<file path="src/rtl/instr_seg_fifo.sv">
// Multi-lane instruction FIFO: each lane fills independently, and an instruction becomes
// visible once every lane holds its segment. Output is first-word fall-through.
module instr_seg_fifo #(
    parameter int unsigned FIFO_DEPTH  = 32,
    parameter int unsigned NUM_SEGS    = 3,
    parameter int unsigned SEG_WIDTH   = 32,
    parameter int unsigned INSTR_WIDTH = 80,
    parameter int unsigned AF_THRESH   = FIFO_DEPTH - 2
) (
    input  logic                                 clk,
    input  logic                                 rst,
    input  logic [NUM_SEGS*SEG_WIDTH-1:0]        seg_data,
    input  logic [NUM_SEGS-1:0]                  seg_we,
    input  logic                                 flush,
    output logic [INSTR_WIDTH-1:0]               instr_out,
    output logic                                 instr_valid,
    input  logic                                 instr_ready,
    output logic                                 empty,
    output logic                                 full,
    output logic                                 almost_full,
    output logic [$clog2(FIFO_DEPTH+1)-1:0]      count,
    output logic                                 overflow
);

    localparam int unsigned PW = $clog2(FIFO_DEPTH);
    localparam int unsigned CW = $clog2(FIFO_DEPTH + 1);

    typedef logic [PW-1:0] ptr_t;
    typedef logic [CW-1:0] cnt_t;

    logic [SEG_WIDTH-1:0] mem_q [NUM_SEGS][FIFO_DEPTH];

    ptr_t                wr_ptr_q   [NUM_SEGS];
    ptr_t                wr_ptr_d   [NUM_SEGS];
    cnt_t                lane_cnt_q [NUM_SEGS];
    cnt_t                lane_cnt_d [NUM_SEGS];
    ptr_t                rd_ptr_q, rd_ptr_d;
    cnt_t                count_q, count_d;
    logic                ovf_q, ovf_d;
    logic [NUM_SEGS-1:0] accept;
    logic                pop;

    assign pop = (count_q != '0) && instr_ready;

    always_comb begin
        accept   = '0;
        rd_ptr_d = rd_ptr_q;
        ovf_d    = ovf_q;
        count_d  = cnt_t'(FIFO_DEPTH);
        for (int i = 0; i < NUM_SEGS; i++) begin
            wr_ptr_d[i]   = wr_ptr_q[i];
            lane_cnt_d[i] = lane_cnt_q[i];
        end
        if (flush) begin
            rd_ptr_d = '0;
            ovf_d    = 1'b0;
            for (int i = 0; i < NUM_SEGS; i++) begin
                wr_ptr_d[i]   = '0;
                lane_cnt_d[i] = '0;
            end
        end else begin
            if (pop) rd_ptr_d = rd_ptr_q + 1'b1;
            for (int i = 0; i < NUM_SEGS; i++) begin
                // A pop frees a slot in every lane, so a full lane can still take a write.
                accept[i] = seg_we[i] && ((lane_cnt_q[i] != cnt_t'(FIFO_DEPTH)) || pop);
                if (seg_we[i] && !accept[i]) ovf_d = 1'b1;
                if (accept[i]) wr_ptr_d[i] = wr_ptr_q[i] + 1'b1;
                lane_cnt_d[i] = lane_cnt_q[i] + cnt_t'(accept[i]) - cnt_t'(pop);
            end
        end
        // Complete instructions are limited by the lane holding the fewest segments.
        for (int i = 0; i < NUM_SEGS; i++) begin
            if (lane_cnt_d[i] < count_d) count_d = lane_cnt_d[i];
        end
    end

    always_ff @(posedge clk) begin
        if (rst) begin
            rd_ptr_q <= '0;
            count_q  <= '0;
            ovf_q    <= 1'b0;
            for (int i = 0; i < NUM_SEGS; i++) begin
                wr_ptr_q[i]   <= '0;
                lane_cnt_q[i] <= '0;
            end
        end else begin
            rd_ptr_q <= rd_ptr_d;
            count_q  <= count_d;
            ovf_q    <= ovf_d;
            for (int i = 0; i < NUM_SEGS; i++) begin
                wr_ptr_q[i]   <= wr_ptr_d[i];
                lane_cnt_q[i] <= lane_cnt_d[i];
            end
        end
    end

    always_ff @(posedge clk) begin
        for (int i = 0; i < NUM_SEGS; i++) begin
            if (accept[i] && !rst) begin
                mem_q[i][wr_ptr_q[i]] <= seg_data[i*SEG_WIDTH +: SEG_WIDTH];
            end
        end
    end

    always_comb begin
        instr_out = '0;
        for (int b = 0; b < INSTR_WIDTH; b++) begin
            instr_out[b] = mem_q[b / SEG_WIDTH][rd_ptr_q][b % SEG_WIDTH];
        end
    end

    always_comb begin
        full = 1'b0;
        for (int i = 0; i < NUM_SEGS; i++) begin
            if (lane_cnt_q[i] == cnt_t'(FIFO_DEPTH)) full = 1'b1;
        end
    end

    assign instr_valid = (count_q != '0);
    assign empty       = !instr_valid;
    assign almost_full = (int'(count_q) >= int'(AF_THRESH));
    assign count       = count_q;
    assign overflow    = ovf_q;

endmodule
</file>
<file path="config.mk">
export PLATFORM = sky130hd
export DESIGN_NAME = instr_seg_fifo
export DESIGN_NICKNAME = d
export VERILOG_FILES = /design/src/rtl/instr_seg_fifo.sv
export SDC_FILE = /design/constraint.sdc
export NUM_CORES = 2
export LEC_CHECK = 0
export CAP_MARGIN = 20
export CORE_MARGIN = 4
export CORE_UTILIZATION = 62
export CTS_CLUSTER_SIZE = 30
export DETAILED_ROUTE_END_ITERATION = 6
export GPL_TIMING_DRIVEN = 0
export PLACE_DENSITY = 0.75
export SYNTH_ARGS = -nofsm -noshare
export SYNTH_HDL_FRONTEND = slang
export SYNTH_SLANG_ARGS = --single-unit
</file>
<file path="constraint.sdc">
create_clock -name clk -period 12.7 [get_ports clk]
set_clock_uncertainty 0.15 [all_clocks]
set_input_delay 1.27 -clock clk [delete_from_list [all_inputs] [get_ports clk]]
set_output_delay 1.27 -clock clk [all_outputs]
set_load 0.02 [all_outputs]
</file>
==> summary.md <==
| Metric | Value |
|---|---|
| Status | finished with violations |
| Failing checks | DRC |
| Gr usage total | ~32% |
| H-tree depth | 5 |
| Syn nets | 4277 |
| Post-Layout Inst Area | approximately 120000 um^2 |
| Power per standard cell area | around 160 nW/um^2 |
| Placed wire-length estimate | 153900 um |
| Critical Path RT | 13300 ps |
| CTS tree | done |
| Register area share after synthesis | about 78% |
| Slew @ Worst Pin | about 1200 ps |
| Unique masters post-synth | 54 |
| Yosys warns | 0 |
| Synthesis-stage register bit count | ~2600 |
| Pre-CTS WS | between 4000 and 5000 ps |
| CP startpoint kind | flop |
| DRT antenna net count | 0 |
| Via count | just over 50000 |
| FP Rows | 147 |
| Root Buffer | clkbuf_16 |
| Die Wd | approximately 400 um |
| Leak | around 0.035 uW |
| Synthesized instance count | 4124 |
| Global-route wire length before repair | between 300000 and 400000 um |
| WS Path Type | flop to flop |
| NumNets Final | between 4000 and 5000 |
| Final Setup Violations | 0 |
| Syn Area/Cell | 24.30 um^2 |
| RSZ-0062 raised after global routing | no |
| I/O Pins | a little under 200 |
| Crit Reg-Reg Endpoint | count[0] |
| Setup TNS Final | 0 ps |
| Min-delay src | overflow |
| Synth async-reset ratio | 0% |
| Vias per cell | around 7 |
| Die H | approximately 410 um |
| Post-synth EDFFs | between 2000 and 3000 |
| Drt initial violations | roughly 7700 |
| Die area | 168100 um^2 |
| CTS resizes | 0 |
| Worst reg-to-reg setup slack | approximately 5300 ps |
| Tcrit/Tclk final | just under 60% |
| DR DRC count | 1 |
| Fillers | 8457 |
| Routed len/inst | 38.60 um |
| Crit path from | count[2] |
| Num CTS Buffers | between 200 and 300 |
| Synth Flop Type | edfxtp_1 |
| Initial antenna violation count | 21 |
| Min-Delay Path Depth | 2 |
| Core Box Area | roughly 160000 um^2 |
| Final Wtd Congestion | 0.8233 |
| DRT Wirelength | ~270000 um |
| Setup Fix Bufs, Post-CTS | 0 |
| Crit-path max FO | 9 |
| GR Overflow Total | 0 |
| Final Max Tran Viols | 0 |
| Layout cells sized above 1 | about a third |
| Arr. time, crit path | roughly 8000 ps |
| Final setup margin | 5340 ps |
| R2R depth | 25 |
| Max-Cap Viols | 0 |
| WHS Endpoint | overflow |
| Sink Count | 2605 |
| PortBufs | roughly 180 |
| Worst Hold Class | flop to flop |
| Largest net degree at the start of global routing | 33 |
| Final hold vios | 0 |
| Clock-pin slew on the worst setup and hold paths | 60 ps |
| Maximum clock rate | approximately 0.14 GHz |
| Vias in the first global route | 51040 |
| Reg2reg start | count[2] |
| VDD IR max | about 0.00015 V |
| Tmin final | approximately 7400 ps |
| CP Capture Type | flop |
| Placed inst area | around 110000 um^2 |
| Area Overhead vs Synth | 16.39% |
| Hold slack | approximately 320 ps |
| Slew HR | between 10% and 20% |
| Initial Util | a little over three fifths |
| Fin util | between 70 and 80% |
| Synth Cell Area | ~100000 um^2 |
| Initial DRT Pass Iterations | 7 |
| Hold buffer count at cts | 0 |
| Worst-Skew Late Latency | ~900 ps |
| Clock Tree Buf Depth | 4 |
==> per-layer routing <==
metal | global-route usage (%) | part of all wire [%] | wire (um)
met2 | 51.49 | 49 | 135100
met4 | 14.33 | 5.7 | 15610
met3 | 7.624 | 12 | 32940
met1 | 43.15 | 33 | 89780
met5 | 0 | 0.022 | 61
==> final cells by class <==
class,instances,area (um^2),area share (%)
Clock buffer,359,7325,6.280
Tap cell,2160,2703,2.317
Sequential cell,2605,77770,66.69
Inverter,33,123.9,0.1062
Antenna cell,14,35.03,0.03004
Clock inverter,79,543.0,0.4656
Timing Repair Buffer,351,5250,4.502
Multi-Input combinational cell,1282,21980,18.85
Buffer,204,895.9,0.7681
==> logic make-up after synthesis <==
family / after synthesis / synth area share (%)
adder cells (fa/ha/maj): 50 / 0.6468
multiplexers: 883 / 18.91
flip-flops: 2605 / 77.61
buffers and inverters: 237 / 1.013
XOR/XNOR: 27 / 0.2360
AND/OR/NAND/NOR: 264 / 1.201
AO/OA/AOI/OAI: 58 / 0.3796
==> state kept, by name, summed over array words and instances (netlist names) <==
register	count
mem_q	2560
lane_cnt_q	18
wr_ptr_q	15
count	6
rd_ptr_q	5
overflow	1
==> where the power goes <==
part | internal (uW) | switching, uW
clock | 4170 | 3160
combinational | 955 | 1200
sequential | 9480 | 19.9
total | 14600 | 4380
==> per-stage QoR <==
step	cells	total power (uW)
global placement	6460	11680
detailed placement	6578	11740
CTS	7016	18940
global route	7075	19570
floorplan	4124	11060
finish	7087	18980
==> placed cells by master, fill, tap and decap left out, types with 11 or more instances in the layout <==
cell type and count:
buf_12 59, nor2_2 32, xnor2_1 11, clkdlybuf4s50_1 176, edfxtp_1 2560, diode_2 14
clkinv_1 42, buf_16 36, clkbuf_1 188, clkbuf_16 297, ha_1 47, mux4_2 800
buf_8 53, nor2_1 56, xor2_1 16, mux2_2 81, dfxtp_1 45, nor2_4 64
buf_6 13, buf_2 53, nand2_1 36, inv_1 32, buf_1 25, a21oi_1 20
buf_4 11, clkinv_2 22
==> worst max-delay path by stage <==
stage | to | slack [ps] | cells past startpoint
after global placement | count[0] | 4730 | 22
after detailed placement | count[0] | 4720 | 25
final | count[0] | 5340 | 25
after global routing | count[0] | 4810 | 25
after CTS | count[0] | 5480 | 25
after floorplan | count[0] | 6490 | 23
==> synth_stat cells (2+ instances only) <==
cell,number,area [um^2]
edfxtp_1,2560,76870
mux2_2,81,912.1
nand3_1,7,35.03
mux4_2,800,18020
a32oi_1,2,17.52
o21ai_0,9,45.04
a2bb2oi_1,3,26.28
dfxtp_1,45,900.9
buf_6,3,33.78
xnor2_1,11,96.34
nand2b_1,7,43.79
buf_2,52,260.3
fa_1,3,60.06
nand3b_1,10,75.07
a31oi_1,2,12.51
nor4b_1,4,35.03
mux2i_1,2,20.02
a21oi_1,20,100.1
buf_1,26,97.59
a21o_1,3,22.52
inv_1,32,120.1
nor2_1,152,570.6
and2_1,10,62.56
nand4_1,9,56.30
a211oi_1,4,30.03
or3_1,4,25.02
buf_4,10,75.07
a21boi_1,3,22.52
or2_2,4,25.02
ha_1,47,588.1
xor2_1,16,140.1
nor3_1,8,40.04
clkbuf_1,113,424.2
or3b_2,4,35.03
nor2b_1,4,25.02
nand2_1,36,135.1
==> worst max-delay path: stages (launching register included) <==
cell	delay (ps)
dfxtp_1	320
nor4_1	310
nand2_1	160
nand2_1	360
clkinv_1	520
ha_1	470
inv_1	40
ha_1	210
a21oi_1	170
nor2b_1	90
a31oi_2	380
mux2_2	430
nand2b_1	120
ha_1	250
a211oi_1	340
o21bai_1	220
o311ai_0	350
o21ai_0	240
ha_1	360
a21oi_1	160
nand2_1	90
nor4b_1	350
nand3_1	160
o21ai_0	600
a311oi_1	110
a211oi_1	270
Note: power is estimated with default switching activity, not from simulation.
